--- src/rtl/io_port_pkg.sv ---
// Shared definitions for the io_port datapath: swap-mode width helper and
// the named lane-swap mode encodings.
package io_port_pkg;

  // Number of swap-mode bits needed for a tdata width (one bit per byte-group level).
  function automatic int swap_w(input int width);
    return $clog2(width / 8);
  endfunction

  localparam int SWAP_NONE = 0;
  localparam int SWAP_8B   = 1;
  localparam int SWAP_16B  = 2;
  localparam int SWAP_32B  = 4;

endpackage

--- src/rtl/lane_swap_comb.sv ---
// Pure combinational byte permutation: output byte b takes input byte (b ^ mode),
// so each mode bit k swaps neighbouring 2^k-byte groups.
module lane_swap_comb
  import io_port_pkg::*;
#(
  parameter  int WIDTH  = 64,
  localparam int SWAP_W = swap_w(WIDTH)
) (
  input  logic [WIDTH-1:0]  i_data,
  input  logic [SWAP_W-1:0] mode,
  output logic [WIDTH-1:0]  o_data
);

  localparam int NB = WIDTH / 8;

  logic [7:0] in_bytes [NB];

  for (genvar b = 0; b < NB; b++) begin : g_byte
    localparam logic [SWAP_W-1:0] IDX = SWAP_W'(b);
    assign in_bytes[b]      = i_data[8*b +: 8];
    assign o_data[8*b +: 8] = in_bytes[IDX ^ mode];
  end

endmodule

--- src/rtl/axis_lane_swapper.sv ---
// AXI-Stream lane swapper with per-packet mode latch, one registered output
// stage and a one-entry skid buffer so i_tready comes only from registers.
module axis_lane_swapper
  import io_port_pkg::*;
#(
  parameter  int WIDTH  = 64,
  parameter  int USER_W = 1,
  localparam int SWAP_W = swap_w(WIDTH)
) (
  input  logic              clk,
  input  logic              reset,
  input  logic [SWAP_W-1:0] swap_lanes,
  input  logic [WIDTH-1:0]  i_tdata,
  input  logic [USER_W-1:0] i_tuser,
  input  logic              i_tlast,
  input  logic              i_tvalid,
  output logic              i_tready,
  output logic [WIDTH-1:0]  o_tdata,
  output logic [USER_W-1:0] o_tuser,
  output logic              o_tlast,
  output logic              o_tvalid,
  input  logic              o_tready,
  output logic [SWAP_W-1:0] o_mode
);

  logic              sof;
  logic [SWAP_W-1:0] mode;
  logic [SWAP_W-1:0] cur_mode;
  logic [WIDTH-1:0]  swapped;
  logic              in_fire;
  logic              out_free;

  logic              skid_valid;
  logic [WIDTH-1:0]  skid_data;
  logic [USER_W-1:0] skid_user;
  logic              skid_last;
  logic [SWAP_W-1:0] skid_mode;

  assign i_tready = ~reset & ~skid_valid;
  assign in_fire  = i_tvalid & i_tready;
  assign out_free = ~o_tvalid | o_tready;
  assign cur_mode = sof ? swap_lanes : mode;

  // Swapping happens before the registers, so skid and output hold final data.
  lane_swap_comb #(
    .WIDTH (WIDTH)
  ) u_swap (
    .i_data (i_tdata),
    .mode   (cur_mode),
    .o_data (swapped)
  );

  // swap_lanes is only honoured on the first accepted beat of a packet.
  always_ff @(posedge clk) begin
    if (reset) begin
      sof  <= 1'b1;
      mode <= '0;
    end else if (in_fire) begin
      sof  <= i_tlast;
      mode <= cur_mode;
    end
  end

  always_ff @(posedge clk) begin
    if (reset) begin
      o_tvalid   <= 1'b0;
      o_mode     <= '0;
      skid_valid <= 1'b0;
    end else if (out_free) begin
      if (skid_valid) begin
        o_tvalid   <= 1'b1;
        o_tdata    <= skid_data;
        o_tuser    <= skid_user;
        o_tlast    <= skid_last;
        o_mode     <= skid_mode;
        skid_valid <= 1'b0;
      end else begin
        o_tvalid <= in_fire;
        if (in_fire) begin
          o_tdata <= swapped;
          o_tuser <= i_tuser;
          o_tlast <= i_tlast;
          o_mode  <= cur_mode;
        end
      end
    end else if (in_fire) begin
      // Output is stalled: park the beat that was already promised by i_tready.
      skid_valid <= 1'b1;
      skid_data  <= swapped;
      skid_user  <= i_tuser;
      skid_last  <= i_tlast;
      skid_mode  <= cur_mode;
    end
  end

endmodule

--- config.mk ---
export PLATFORM = sky130hd
export DESIGN_NAME = axis_lane_swapper
export DESIGN_NICKNAME = d
export VERILOG_FILES = /design/src/rtl/io_port_pkg.sv /design/src/rtl/lane_swap_comb.sv /design/src/rtl/axis_lane_swapper.sv
export SDC_FILE = /design/constraint.sdc
export NUM_CORES = 1
export LEC_CHECK = 0
export ABC_AREA = 1
export BUFFER_PORTS_ARGS = -buffer_cell sky130_fd_sc_hd__buf_2
export CORE_MARGIN = 2
export CORE_UTILIZATION = 55
export DETAILED_ROUTE_END_ITERATION = 8
export PLACE_DENSITY = 0.87
export SYNTH_ARGS = -nofsm -noshare
export SYNTH_HDL_FRONTEND = slang
export SYNTH_HIERARCHICAL = 1
export SYNTH_SLANG_ARGS = --single-unit
--- constraint.sdc ---
create_clock -name clk -period 10.1 [get_ports clk]
set_input_delay 1.01 -clock clk [delete_from_list [all_inputs] [get_ports clk]]
set_output_delay 1.01 -clock clk [all_outputs]
set_load 0.02 [all_outputs]
==> out/metrics.csv <==
metric,value,unit
status,"complete, no violations",
cts-root-buf,clkbuf_16,
powerDensity,196,nW/um2
fillers,1161,
post-route-min-period,3.13,ns
portBuffers,143,
dr_total_vias,6903,
clockPowerShare,40.8,%
synth_cells,915,
cp_num_buf_inv,4,
leakagePower,4.08,nW
grt_pass1_vias,6339,
hold_viol_final,0,
pwr-share-comb,19.0,%
hp-class,reg2reg,
rows,43,
pwr-share-seq,40.2,%
cp_data_arrival_time,3.31,ns
first_pass_iters,7,
fin_nets,1102,
grt_max_degree,71,
cts_tree,built,
grt_first_pass_wirelength,30600,um
hpwl,12200,um
drtIter0Drc,787,
synth_edf_count,135,
dp_cells,1190,
slowest_stage,inv_2,
htreeDepth,4,
ir_worst_vdd,0.124,mV
grt_setup_unrepaired,false,
path_max_fanout,67,
crit_top_cell,nand2_1,
worstPathRequired,10.28,ns
ys_warn_count,6,
ys_ff_latch,144,
post_drt_wl_per_cell,15.7,um
slew_violations,0,
clkSinkCount,144,
grt_use_total,26.7,%
cp_top_family,buffers and inverters,
ys_async_sr_fraction,0,%
synth-main-ff-cell,edfxtp_1,
cts_max_path_buffers,2,
finalNonFillerCells,1222,
max-cap-violations,0,
postCtsSetupBuffers,0,
grt_overflow,0,
syn_nets,988,
post-route-period-util,31.0,%
fp.dieW,122,um
cp_slowest_stage_delay,0.89,ns
area.growth.synth_to_final,17.0,%
place_congestion,0.897,
remaining_drc_errors,0,
path_class,in2reg,
via_per_inst,5.65,
drive_gt1_share,18.6,%
p_sw,0.000472,W
die_h,122,um
clkTransAtPathRegs,0.06,ns
core-area,13800,um2
power.internal,0.00129,W
worstSkewPairLatency,0.42,ns
synth_cell_type_count,21,
clock_skew,0.00677,ns
critical_path.cell_chain,buf_2 > inv_1 > nand2_1 > and2_2 > buf_4 > inv_2 > nand3_1 > nand3_1 > nand2_1 > nand2_1 > nand2_1,
cts_hold_buf,0,
routed_wl,19200,um
dieArea,14900,um2
start_util,55.7,%
netSwitchingFraction,26.8,%
worst_slew_pin_slew,1.14,ns
cts_resized,0,
cts_buffers,17,
max_freq,320,MHz
critPathLaunchType,primary input,
yosysSeqAreaShare,55.2,%
drtAntennaViolNets,0,
synth_area,7680,um2
tns,0,ns
antenna_cells,0,
avgSynthCellArea,8.39,um2
whs,0.483,ns
end_kind,flop,
antenna_found_initial,0,
ios,144,
max_slew_margin,23.7,%
setup_viol,0,
==> registers in the layout, summed over array words and instances, names as in the netlist <==
signal,count
o_tvalid,1
skid_mode,3
skid_last,1
o_mode,3
skid_data,64
o_tuser,1
sof,1
o_tlast,1
mode,3
o_tdata,64
skid_valid,1
skid_user,1
==> synth_stat cells (2+ instances only) <==
| cell type | number | area, um2 |
|---|---|---|
| clkbuf_8 | 5 | 68.8 |
| buf_2 | 35 | 175 |
| nor2_2 | 2 | 12.5 |
| inv_2 | 5 | 18.8 |
| clkbuf_1 | 3 | 11.3 |
| inv_1 | 14 | 52.6 |
| dfxtp_1 | 9 | 180 |
| and2_1 | 3 | 18.8 |
| nand2_1 | 412 | 1550 |
| edfxtp_1 | 135 | 4050 |
| buf_4 | 2 | 15.0 |
| nor2_1 | 10 | 37.5 |
| o21ai_0 | 3 | 15.0 |
| nand3_1 | 262 | 1310 |
| nand2_4 | 2 | 22.5 |
| buf_6 | 8 | 90.1 |
==> layer usage <==
| layer | vias to the layer above | wire length (um) | GRT usage, % |
|---|---|---|---|
| li1 | 3343 | - | - |
| met1 | 3115 | 7840 | 35.7 |
| met2 | 388 | 8690 | 40.8 |
| met3 | 57 | 2030 | 6.46 |
| met4 | 0 | 637 | 13.6 |
| met5 | - | 0 | 0 |
==> through the flow <==
stage	setup WS, ns	total power [W]	area, um2	util (%)
after detailed placement	6.60	0.00105	8310	60.3
final	6.97	0.00176	8980	65.2
after global placement	6.64	0.00104	8310	60.3
after global routing	6.74	0.00184	8980	65.2
after CTS	7.06	0.00176	8980	65.2
after floorplan	5.43	0.000972	7680	-
==> final cells by class <==
type / instances / area (um2) / share of cell area (%)
sequential: 144 / 4240 / 47.2
timing repair buffer: 149 / 761 / 8.47
clock inverter: 14 / 243 / 2.70
inverter: 20 / 77.6 / 0.864
clock buffer: 18 / 429 / 4.78
multi-input combinational: 697 / 3010 / 33.5
tap: 180 / 225 / 2.51
==> worst paths after layout <==
check                                           from                    end  slack (ns)  cells after the start
worst max-delay path                   swap_lanes[1]  o_tdata[29]$_DFFE_PP_        6.97                     11
worst min register to register  mode[1]$_SDFFE_PP0P_   mode[1]$_SDFFE_PP0P_        0.48                      2
worst min-delay path            mode[1]$_SDFFE_PP0P_   mode[1]$_SDFFE_PP0P_        0.48                      2
worst max register to register      sof$_SDFFE_PP1P_  o_tdata[53]$_DFFE_PP_        7.18                     11
==> layout by cell type (no fill, tap or decap) <==
cell type   synthesis  routed
inv_1              14      13
clkinv_1            0       4
dfxtp_2             0       1
nand2_4             2       2
edfxtp_1          135     135
bufinv_16           0       7
nand3_1           262     262
clkinvlp_4          0       1
inv_2               5       6
clkinv_2            0       2
buf_2              35     143
o21ai_0             3       3
nor2_2              2       2
inv_4               1       1
dfxtp_1             9       8
o21ai_4             1       1
nand2_1           412     412
clkbuf_16           0      17
o21ai_1             1       1
nor2_4              1       2
and2_2              0       3
buf_4               2       6
nor2_1             10       9
clkbuf_1            3       1
==> cell families after synthesis <==
| kind of cell | after synthesis | synth area share, % |
|---|---|---|
| buf+inv | 74 | 5.80 |
| compound gates | 5 | 0.473 |
| simple gates | 692 | 38.6 |
| flops | 144 | 55.2 |
==> worst reg2reg max path, stage by stage (launching register included) <==
cell and delay (ns):
dfxtp_1 0.38, inv_1 0.10, nand2_1 0.08, and2_2 0.13, buf_4 0.52, inv_2 0.64, nand2_1 0.27, nand3_1 0.13
nand3_1 0.14, nand2_1 0.13, nand2_1 0.09, nand2_1 0.07
==> power by group through the flow <==
stage	sequential [W]	combinational [W]	clock (W)
after global placement	0.000720	0.000319	0
after global routing	0.000710	0.000378	0.000751
after floorplan	0.000739	0.000234	0
final	0.000708	0.000335	0.000719
after CTS	0.000708	0.000330	0.000725
after detailed placement	0.000721	0.000327	0
Note: power is estimated with default switching activity, not from simulation.
